<file path="src/rtl/cc_delay_release.sv">
// Hold-and-release stage: captures a word on load, counts T cycles down, then presents it until acked.
// Optional one-entry skid buffer (data + T) enabled by defining CC_DELAYRELEASE_SKID_EN.
//
// state    | meaning
// ---------+-----------------------------------------------------------
// ST_IDLE  | empty, ready for a load
// ST_COUNT | item captured, counter running down to terminal count 0
// ST_HOLD  | item released on Data_OutBus, Valid_Out high until ack
module cc_delay_release #(
  parameter int DATAWIDTH_BUS  = 8,
  parameter int COUNTWIDTH_BUS = 16
) (
  input  logic                      CC_DELAYRELEASE_CLOCK_50,
  input  logic                      CC_DELAYRELEASE_RESET_InHigh,
  input  logic [DATAWIDTH_BUS-1:0]  CC_DELAYRELEASE_Data_inBus,
  input  logic [COUNTWIDTH_BUS-1:0] CC_DELAYRELEASE_Ticks_inBus,
  input  logic                      CC_DELAYRELEASE_Load_In,
  output logic                      CC_DELAYRELEASE_Ready_Out,
  output logic [DATAWIDTH_BUS-1:0]  CC_DELAYRELEASE_Data_OutBus,
  output logic                      CC_DELAYRELEASE_Valid_Out,
  input  logic                      CC_DELAYRELEASE_Ack_In
);

  typedef enum logic [1:0] {ST_IDLE, ST_COUNT, ST_HOLD} state_t;

  localparam logic [COUNTWIDTH_BUS-1:0] CNT_ZERO = '0;
  localparam logic [COUNTWIDTH_BUS-1:0] CNT_ONE  = COUNTWIDTH_BUS'(1);

  state_t                    state_q, state_d;
  logic [COUNTWIDTH_BUS-1:0] cnt_q, cnt_d;
  logic [DATAWIDTH_BUS-1:0]  data_q, data_d;
  logic [DATAWIDTH_BUS-1:0]  dout_q, dout_d;
  logic                      ready;
  logic                      load_ok;
  logic                      ack_ok;

`ifdef CC_DELAYRELEASE_SKID_EN
  logic                      skid_full_q, skid_full_d;
  logic [DATAWIDTH_BUS-1:0]  skid_data_q, skid_data_d;
  logic [COUNTWIDTH_BUS-1:0] skid_t_q, skid_t_d;

  assign ready = !skid_full_q;
`else
  assign ready = (state_q == ST_IDLE);
`endif

  assign load_ok = CC_DELAYRELEASE_Load_In && ready;
  assign ack_ok  = CC_DELAYRELEASE_Ack_In && (state_q == ST_HOLD);

  always_comb begin
    state_d = state_q;
    cnt_d   = cnt_q;
    data_d  = data_q;
    dout_d  = dout_q;
`ifdef CC_DELAYRELEASE_SKID_EN
    skid_full_d = skid_full_q;
    skid_data_d = skid_data_q;
    skid_t_d    = skid_t_q;
`endif
    case (state_q)
      ST_IDLE: begin
        if (load_ok) begin
          data_d  = CC_DELAYRELEASE_Data_inBus;
          cnt_d   = CC_DELAYRELEASE_Ticks_inBus;
          state_d = ST_COUNT;
        end
      end
      ST_COUNT: begin
        if (cnt_q == CNT_ZERO) begin
          dout_d  = data_q;
          state_d = ST_HOLD;
        end else begin
          cnt_d = cnt_q - CNT_ONE;
        end
`ifdef CC_DELAYRELEASE_SKID_EN
        if (load_ok) begin
          skid_full_d = 1'b1;
          skid_data_d = CC_DELAYRELEASE_Data_inBus;
          skid_t_d    = CC_DELAYRELEASE_Ticks_inBus;
        end
`endif
      end
      ST_HOLD: begin
`ifdef CC_DELAYRELEASE_SKID_EN
        if (ack_ok) begin
          if (skid_full_q) begin
            data_d      = skid_data_q;
            cnt_d       = skid_t_q;
            skid_full_d = 1'b0;
            state_d     = ST_COUNT;
          end else if (load_ok) begin
            // Ack and load on the same edge: new item bypasses the skid.
            data_d  = CC_DELAYRELEASE_Data_inBus;
            cnt_d   = CC_DELAYRELEASE_Ticks_inBus;
            state_d = ST_COUNT;
          end else begin
            state_d = ST_IDLE;
          end
        end else if (load_ok) begin
          skid_full_d = 1'b1;
          skid_data_d = CC_DELAYRELEASE_Data_inBus;
          skid_t_d    = CC_DELAYRELEASE_Ticks_inBus;
        end
`else
        if (ack_ok) begin
          state_d = ST_IDLE;
        end
`endif
      end
      default: state_d = ST_IDLE;
    endcase
  end

  always_ff @(posedge CC_DELAYRELEASE_CLOCK_50) begin
    if (CC_DELAYRELEASE_RESET_InHigh) begin
      state_q <= ST_IDLE;
      cnt_q   <= '0;
      data_q  <= '0;
      dout_q  <= '0;
`ifdef CC_DELAYRELEASE_SKID_EN
      skid_full_q <= 1'b0;
      skid_data_q <= '0;
      skid_t_q    <= '0;
`endif
    end else begin
      state_q <= state_d;
      cnt_q   <= cnt_d;
      data_q  <= data_d;
      dout_q  <= dout_d;
`ifdef CC_DELAYRELEASE_SKID_EN
      skid_full_q <= skid_full_d;
      skid_data_q <= skid_data_d;
      skid_t_q    <= skid_t_d;
`endif
    end
  end

  assign CC_DELAYRELEASE_Ready_Out   = ready;
  assign CC_DELAYRELEASE_Valid_Out   = (state_q == ST_HOLD);
  assign CC_DELAYRELEASE_Data_OutBus = dout_q;

endmodule
</file>
<file path="config.mk">
export PLATFORM = sky130hd
export DESIGN_NAME = cc_delay_release
export DESIGN_NICKNAME = d
export VERILOG_FILES = /design/src/rtl/cc_delay_release.sv
export SDC_FILE = /design/constraint.sdc
export NUM_CORES = 1
export LEC_CHECK = 0
export ABC_AREA = 1
export CORE_MARGIN = 2
export CORE_UTILIZATION = 46
export CTS_CLUSTER_DIAMETER = 80
export CTS_CLUSTER_SIZE = 28
export DETAILED_ROUTE_END_ITERATION = 10
export PLACE_DENSITY_LB_ADDON = 0.3
export SLEW_MARGIN = 40
export SYNTH_ARGS = -nofsm -noshare
export SYNTH_HDL_FRONTEND = slang
export SYNTH_SLANG_ARGS = --single-unit
export TNS_END_PERCENT = 10
</file>
<file path="constraint.sdc">
create_clock -name CC_DELAYRELEASE_CLOCK_50 -period 1.55 [get_ports CC_DELAYRELEASE_CLOCK_50]
set_input_delay 0.31 -clock CC_DELAYRELEASE_CLOCK_50 [delete_from_list [all_inputs] [get_ports CC_DELAYRELEASE_CLOCK_50]]
set_output_delay 0.31 -clock CC_DELAYRELEASE_CLOCK_50 [all_outputs]
set_load 0.01 [all_outputs]
</file>
==> results of run 1 <==
==> stage by stage <==
| step | std cells | worst slack [ns] | utilization |
|---|---|---|---|
| after global routing | 402 | -0.008112 | 0.6270 |
| after CTS | 402 | 0.01269 | 0.6178 |
| final | 402 | 0.09258 | 0.6270 |
| after floorplan | 302 | 0.1175 | - |
| after detailed placement | 394 | 0.01752 | 0.5955 |
| after global placement | 394 | 0.04025 | 0.5955 |
==> worst min-delay path, cell delays in order (launching register included) <==
cell and delay (ns):
dfxtp_1 0.31, nand2_1 0.06, a21oi_1 0.05
==> cells in the final DEF, fill, tap and decap left out, types with 2 or more instances in the layout <==
cell             instances
or2_2                    2
dlygate4sd2_1            2
a21oi_1                 21
nor2_4                   5
nand2_1                 80
nand3_1                 17
o21ai_1                  3
dfxtp_1                 34
clkdlybuf4s50_1         35
buf_4                   14
nor2_2                   6
clkbuf_8                 6
nor2_1                  65
nand2_2                  2
nand2_4                  3
o21ai_0                 22
inv_1                   27
==> where the power goes <==
part	switching (mW)	total, mW	internal [mW]	leakage, nW
Sequential	0.0800	1.03	0.950	0.280
Combinational	0.431	0.747	0.316	0.794
Clock	0.308	0.666	0.358	0.0482
Total	0.818	2.44	1.62	1.12
==> timing repair <==
action | 4_1_cts | 5_1_grt
endpoints found under the setup margin | 2 | 21
gates resized for setup | 2 | 8
pin swaps | 0 | 2
==> final cells by class <==
class / instances / area, sq um
clock buffer: 7 / 86.33
clock inverter: 1 / 5.005
fill: 388 / 1481
inverter: 28 / 105.1
multi-input combinational: 231 / 1077
sequential: 34 / 680.7
tap: 50 / 62.56
timing repair buffer: 51 / 473.0
==> flip-flops by register name (all words and copies together) (netlist names) <==
signal                       flops
CC_DELAYRELEASE_Data_OutBus      8
cnt_q                           16
data_q                           8
state_q                          2
==> worst max-delay path by stage <==
stage	startpoint	end	slack [ns]	depth (start not counted)
2_1_floorplan	cnt_q[0]$_SDFFE_PP0P_	cnt_q[1]$_SDFFE_PP0P_	0.12	10
3_3_place_gp	CC_DELAYRELEASE_Load_In	cnt_q[7]$_SDFFE_PP0P_	0.04	6
3_5_place_dp	CC_DELAYRELEASE_Load_In	cnt_q[5]$_SDFFE_PP0P_	0.02	6
4_1_cts	cnt_q[0]$_SDFFE_PP0P_	cnt_q[12]$_SDFFE_PP0P_	0.01	10
5_1_grt	cnt_q[1]$_SDFFE_PP0P_	cnt_q[12]$_SDFFE_PP0P_	-0.008	10
6_report	CC_DELAYRELEASE_Data_OutBus[7]$_SDFFE_PP0P_	CC_DELAYRELEASE_Data_OutBus[7]	0.09	1
==> logic make-up after synthesis <==
logic type | Yosys count | synth area share
AND/OR/NAND/NOR | 183 | 0.4197
AO/OA/AOI/OAI | 47 | 0.1262
buffers and inverters | 37 | 0.08631
flip-flops | 34 | 0.3612
adder cells (fa/ha/maj) | 1 | 0.006639
==> routing by layer <==
metal | share of wire | vias up | track usage
met1 | 0.45 | 832 | 0.2435
met5 | 0 | - | 0
met4 | 0.014 | 0 | 0.06750
met3 | 0.054 | 5 | 0.04605
met2 | 0.49 | 50 | 0.3847
li1 | - | 1040 | -
==> flow_summary.yaml, run 1 <==
pwr:
  p_leak_nw: 1.122
  ir_worst_vdd_uv: 485.7
  power_density_nw_per_um2: 981.1
  p_total_mw: 2.443
critical_path:
  crit_type: "flop to output pin"
  cp.arrival_ns: 1.15
  cp-end-kind: "output pin"
  reg2reg_to: "cnt_q[1]$_SDFFE_PP0P_"
  crit_chain: "clkdlybuf4s50_1"
  critical_path.max_stage_delay_ns: 0.53
  cp-start-kind: "flop"
  r2r_cells: 10
  cp_top_family: "buffers and inverters"
  r2r_slack_ns: 0.10
  crit_fanout: 2
  reg2reg_from: "cnt_q[1]$_SDFFE_PP0P_"
  cp_slowest_cell: "clkdlybuf4s50_1"
  path_buf_inv: 1
  required_ns: 1.24
synth:
  yosysSeqAreaShare: 0.3612
  synth_edf_count: 0
  yosys_warnings: 0
  synthCells: 302
  syn_nets: 331
  netlist.area_leader.share: 0.3612
  synth_flop_cell: "dfxtp_1"
  synthTopCellsByArea: "dfxtp_1 (36%), nand2_1 (16%), nor2_1 (14%)"
  synth.top_cells.by_count: "nand2_1 (80), nor2_1 (69), dfxtp_1 (34), inv_1 (27), o21ai_0 (22)"
  syn_area_sq_um: 1884
  synth.distinct_cells: 22
  synthArstFlopShare: 0
  synth_top_area_cell: "dfxtp_1"
  ys_ff_latch: 34
  yosysMostFrequentCell: "nand2_1"
  avgSynthCellArea_sq_um: 6.239
timing:
  finalCritPeriodShare: 0.9403
  worst_slew_pin_slew_ns: 0.2713
  finalHoldViolations: 0
  maxSlewViolCount: 0
  slew_headroom: 0.8187
  fin_crit_ns: 1.457
  fin_tns_setup_ns: 0
  max_freq_ghz: 0.6861
  setup-violations-final: 0
  finClkSkew_ns: 0.003490
  fin_hold_ws_ns: 0.4612
floorplanning:
  fp.dieW_um: 68
  floorplan.initialDensity: 0.4745
  ios: 38
  dieArea_sq_um: 4624
  core_area_sq_um: 3971
  rows: 23
  die_h_um: 68
worst_hold_path:
  hold_start: "data_q[4]$_SDFFE_PP0P_"
  holdPathEnd: "CC_DELAYRELEASE_Data_OutBus[4]$_SDFFE_PP0P_"
  hold_class: "flop to flop"
  whs_path_depth: 2
routing:
  wl_per_cell_um: 10.79
  drt_wl_total_mm: 4.339
  drtPass1Iterations: 4
  dr.first_iter.drc_count: 78
  postRouteAntennaNets: 0
  vias_per_cell: 4.794
  remaining_drc_errors: 0
  num_vias: 1927
grt:
  grt_max_degree: 22
  grt_pass1_vias: 1761
  grtUsageTotal: 0.2113
  antenna_found_initial: 0
  grt_pass1_wl_mm: 7.479
  grt-ovfl-total: 0
finish:
  drive_gt1_frac: 0.1193
  fin_area_sq_um: 2490
  antenna-diode-count: 0
  syn2layout_area_growth_pct: 32.14
  nets: 380
clock_tree:
  cts_hold_buf: 0
  clock_path_buffers: 2
  cts_tree: "built"
  clk_latency_ns: 0.28
  clock_sinks: 34
  clkTransAtPathRegs_ns: 0.06
  numCtsBuffers: 5
  clockRootBuffer: "clkbuf_8"
  cts_setup_buffers: 0
  cts_max_level: 2
place:
  hpwlAfterDp_mm: 3.262
  gp_congestion: 0.9394
  place_area_sq_um: 2365
  port-buffer-count: 37
run:
  maxCapViolations: 0
outcome:
  outcome: "completed"
Note: power is estimated with default switching activity, not from simulation.
==> run 2, diff against run 1 <==
--- a/config.mk
+++ b/config.mk
@@ -11,6 +11,7 @@
 export CTS_CLUSTER_DIAMETER = 80
 export CTS_CLUSTER_SIZE = 28
 export DETAILED_ROUTE_END_ITERATION = 10
+export MAX_ROUTING_LAYER = met4
 export PLACE_DENSITY_LB_ADDON = 0.3
 export SLEW_MARGIN = 40
 export SYNTH_ARGS = -nofsm -noshare
==> flow_summary.yaml, run 2 (synthesized netlist as in run 1, its figures left out) <==
outcome:
  outcome: "completed"
critical_path:
  critical_path.max_stage_delay_ns: 0.53
  crit_type: "flop to output pin"
  cp_top_family: "buffers and inverters"
  path_buf_inv: 1
  required_ns: 1.24
  cp-end-kind: "output pin"
  cp-start-kind: "flop"
  cp_slowest_cell: "clkdlybuf4s50_1"
  crit_fanout: 2
  cp.arrival_ns: 1.15
  crit_chain: "clkdlybuf4s50_1"
finish:
  syn2layout_area_growth_pct: 32.14
  post-route-util: 0.6270
  largest_register_ffs: 16
  nets: 380
  fillers: 388
  regMostFlops: "cnt_q"
  fin_area_sq_um: 2490
  drive_gt1_frac: 0.1193
  antenna-diode-count: 0
  final_cell_mix: "nand2_1 (80), nor2_1 (65), clkdlybuf4s50_1 (35), dfxtp_1 (34), inv_1 (27)"
  final_common_cell: "nand2_1"
pwr:
  ir_worst_vdd_uv: 487.0
  power_frac_comb: 0.305
  internal-power_mw: 1.625
  p_sw_mw: 0.8215
  power_frac_seq: 0.421
  sw_frac_of_total: 0.3358
  p_total_mw: 2.446
  clkPwrFrac: 0.273
  power_density_nw_per_um2: 982.4
  p_leak_nw: 1.122
floorplanning:
  ios: 38
  floorplan.initialDensity: 0.4745
  fp.dieW_um: 68
  dieArea_sq_um: 4624
  die_h_um: 68
  core_area_sq_um: 3971
  rows: 23
timing:
  maxSlewViolCount: 0
  worst_slew_pin_slew_ns: 0.2713
  finalCritPeriodShare: 0.9401
  setup-violations-final: 0
  fin_crit_ns: 1.457
  fin_hold_ws_ns: 0.4615
  finalHoldViolations: 0
  max_freq_ghz: 0.6862
  slew_headroom: 0.8187
  finClkSkew_ns: 0.003805
routing:
  wl_per_cell_um: 10.84
  num_vias: 1927
  drtPass1Iterations: 4
  vias_per_cell: 4.794
  dr.first_iter.drc_count: 102
  drt_wl_total_mm: 4.359
  postRouteAntennaNets: 0
  remaining_drc_errors: 0
clock_tree:
  clockRootBuffer: "clkbuf_8"
  numCtsBuffers: 5
  clkTransAtPathRegs_ns: 0.07
  cts_tree: "built"
  clock_path_buffers: 2
  cts_setup_buffers: 0
  cts_hold_buf: 0
  clock_sinks: 34
  clk_latency_ns: 0.28
  cts_max_level: 2
place:
  hpwlAfterDp_mm: 3.262
  gp_congestion: 0.9563
  port-buffer-count: 37
  place_area_sq_um: 2365
grt:
  antenna_found_initial: 0
  grtUsageTotal: 0.2183
  grt_pass1_vias: 1766
  grt_pass1_wl_mm: 7.479
  grt-ovfl-total: 0
  grt_max_degree: 22
worst_hold_path:
  hold_class: "flop to flop"
run:
  maxCapViolations: 0
==> run 2: cell counts in the layout (fill, tap and decap cells not counted) <==
Identical to the previous run, type by type.
==> run 2: per-layer routing <==
metal  global-route usage  wire length [um]  up-vias
li1                     -                 -     1040
met1               0.2425              1974      842
met2               0.3859              2114       40
met3              0.05099               206        5
met4              0.06750                63        0
met5                    -                 0        -
==> run 2: final timing paths <==
| check | cells past startpoint | slack (ns) | startpoint | end |
|---|---|---|---|---|
| setup / recovery | 1 | 0.09 | CC_DELAYRELEASE_Data_OutBus[7]$_SDFFE_PP0P_ | CC_DELAYRELEASE_Data_OutBus[7] |
| hold / removal | 2 | 0.46 | data_q[4]$_SDFFE_PP0P_ | CC_DELAYRELEASE_Data_OutBus[4]$_SDFFE_PP0P_ |
| setup reg to reg | 10 | 0.10 | cnt_q[1]$_SDFFE_PP0P_ | cnt_q[1]$_SDFFE_PP0P_ |
| hold reg to reg | 2 | 0.46 | data_q[4]$_SDFFE_PP0P_ | CC_DELAYRELEASE_Data_OutBus[4]$_SDFFE_PP0P_ |
==> run 2: layout make-up <==
type | instances | area [sq um] | area share
inverters | 28 | 105.1 | 0.04221
clock buffers | 7 | 86.33 | 0.03467
flip-flops and latches | 34 | 680.7 | 0.2734
well taps | 50 | 62.56 | 0.02513
clock inverters | 1 | 5.005 | 0.002010
repair buffers | 51 | 473.0 | 0.1899
multi-input cells | 231 | 1077 | 0.4327
==> run 2: repair_timing <==
| item | in CTS | in global routing |
|---|---|---|
| resized for setup | 2 | 8 |
| setup endpoints to repair | 2 | 21 |
| pin swaps | 0 | 2 |
==> run 2: through the flow <==
step / TNS (ns) / cells / setup WS [ns]
after floorplan: 0 / 302 / 0.1175
after global placement: 0 / 394 / 0.04025
after detailed placement: 0 / 394 / 0.01752
after CTS: 0 / 402 / 0.01269
after global routing: -0.008096 / 402 / -0.008096
final: 0 / 402 / 0.09277
==> run 2: power by group through the flow <==
stage                     Sequential (mW)  Clock [mW]  Combinational, mW
after CTS                            1.03       0.698              0.715
final                                1.03       0.669              0.747
after detailed placement             1.04           0              0.712
after floorplan                      1.03           0              0.513
after global placement               1.04           0              0.703
after global routing                 1.04       0.739              0.849
==> run 3, diff against run 2 <==
--- a/config.mk
+++ b/config.mk
@@ -6,7 +6,6 @@
 export NUM_CORES = 1
 export LEC_CHECK = 0
 export ABC_AREA = 1
-export CORE_MARGIN = 2
 export CORE_UTILIZATION = 46
 export CTS_CLUSTER_DIAMETER = 80
 export CTS_CLUSTER_SIZE = 28
==> flow_summary.yaml, run 3 (synthesized netlist as in run 1, its figures left out) <==
outcome:
  outcome: "completed"
critical_path:
  cp_slowest_cell: "clkdlybuf4s50_1"
  critical_path.max_stage_delay_ns: 0.54
  crit_chain: "clkdlybuf4s50_1"
  cp.arrival_ns: 1.17
  crit_fanout: 2
  cp-start-kind: "flop"
  path_buf_inv: 1
  cp_top_family: "buffers and inverters"
  cp-end-kind: "output pin"
  required_ns: 1.24
  crit_type: "flop to output pin"
finish:
  final_common_cell: "nand2_1"
  final_cell_mix: "nand2_1 (80), nor2_1 (64), clkdlybuf4s50_1 (35), dfxtp_1 (34), inv_1 (25)"
  regMostFlops: "cnt_q"
  antenna-diode-count: 0
  drive_gt1_frac: 0.1236
  nets: 376
  largest_register_ffs: 16
  syn2layout_area_growth_pct: 33.53
  post-route-util: 0.6624
clock_tree:
  cts_tree: "built"
  cts_max_level: 2
  numCtsBuffers: 5
  clockRootBuffer: "clkbuf_8"
  clock_sinks: 34
  clk_latency_ns: 0.29
  clkTransAtPathRegs_ns: 0.08
  cts_setup_buffers: 0
  clock_path_buffers: 2
routing:
  wl_per_cell_um: 11.79
  postRouteAntennaNets: 0
  drt_wl_total_mm: 4.670
  dr.first_iter.drc_count: 139
  num_vias: 1992
  remaining_drc_errors: 0
  drtPass1Iterations: 4
  vias_per_cell: 5.030
grt:
  antenna_found_initial: 0
  grt-ovfl-total: 0
  grtUsageTotal: 0.2450
  grt_pass1_vias: 1853
  grt_max_degree: 22
  grt_pass1_wl_mm: 7.879
timing:
  finalCritPeriodShare: 0.9542
  rsz0062_at_grt: "no"
  setup-violations-final: 0
  maxSlewViolCount: 0
  slew_headroom: 0.7161
  finClkSkew_ns: 0.004869
  max_freq_ghz: 0.6761
  finalHoldViolations: 0
  worst_slew_pin_slew_ns: 0.4254
  fin_hold_ws_ns: 0.4614
  fin_tns_setup_ns: 0
  fin_crit_ns: 1.479
floorplanning:
  dieArea_sq_um: 4356
  floorplan.initialDensity: 0.4960
  rows: 22
  die_h_um: 66
  core_area_sq_um: 3799
  ios: 38
  fp.dieW_um: 66
place:
  port-buffer-count: 37
  gp_congestion: 0.9019
  hpwlAfterDp_mm: 3.412
pwr:
  ir_worst_vdd_uv: 827.7
  power_density_nw_per_um2: 1108
  clkPwrFrac: 0.357
  p_leak_nw: 1.124
  sw_frac_of_total: 0.3180
  power_frac_seq: 0.371
  internal-power_mw: 1.901
  power_frac_comb: 0.272
  p_total_mw: 2.788
  p_sw_mw: 0.8866
run:
  maxCapViolations: 0
worst_hold_path:
  hold_class: "flop to flop"
==> run 3: changes by cell type in the layout (fill, tap and decap cells not counted), sizes merged <==
cell | before | now
clkbuf | 7 | 5
buf | 14 | 10
bufinv | 0 | 2
==> run 3: worst paths after layout <==
check	startpoint	end	slack, ns	cells after the start
max	CC_DELAYRELEASE_Data_OutBus[4]$_SDFFE_PP0P_	CC_DELAYRELEASE_Data_OutBus[4]	0.07	1
min	data_q[1]$_SDFFE_PP0P_	CC_DELAYRELEASE_Data_OutBus[1]$_SDFFE_PP0P_	0.46	2
max reg2reg	cnt_q[0]$_SDFFE_PP0P_	cnt_q[9]$_SDFFE_PP0P_	0.09	12
min reg2reg	data_q[1]$_SDFFE_PP0P_	CC_DELAYRELEASE_Data_OutBus[1]$_SDFFE_PP0P_	0.46	2
==> run 3: stage by stage <==
stage | cell area, sq um | worst slack (ns) | cells
after floorplan | 1884 | 0.1175 | 302
final | 2516 | 0.07099 | 396
after global routing | 2516 | 0.001580 | 396
after CTS | 2476 | 0.03922 | 396
after detailed placement | 2332 | 0.003562 | 388
after global placement | 2332 | 0.05464 | 388
==> run 3: per-layer routing <==
metal,share of wire,GRT usage,up-vias
met3,0.055,0.05690,12
met1,0.46,0.3000,888
met5,0,-,-
met4,0.023,0.1011,0
met2,0.46,0.3865,53
li1,-,-,1039
==> run 3: area by class of cell <==
cell class | count | area (sq um)
Multi-Input combinational cell | 231 | 1090
Tap cell | 48 | 60.06
Timing Repair Buffer | 47 | 442.9
Inverter | 28 | 105.1
Sequential cell | 34 | 680.7
Fill cell | 358 | 1282
Clock inverter | 3 | 68.82
Clock buffer | 5 | 68.82
==> run 3: tightest hold or removal path, delay by kind of cell, from the launching register on <==
family | cells | cell delay [ns]
AO/OA/AOI/OAI | 1 | 0.05
flip-flops | 1 | 0.31
AND/OR/NAND/NOR | 1 | 0.06
==> run 3: power groups by stage <==
stage,logic [mW],clock network [mW],registers [mW]
finish,0.757,0.996,1.03
global route,0.860,1.04,1.05
CTS,0.714,1.00,1.03
detailed placement,0.706,0,1.05
global placement,0.692,0,1.05
floorplan,0.513,0,1.03
==> run 3: timing repair <==
action,in CTS,in global routing
cloned,0,0
hold buffers,0,0
resized for setup,3,12
setup endpoints to repair,3,25
pin swaps,0,1
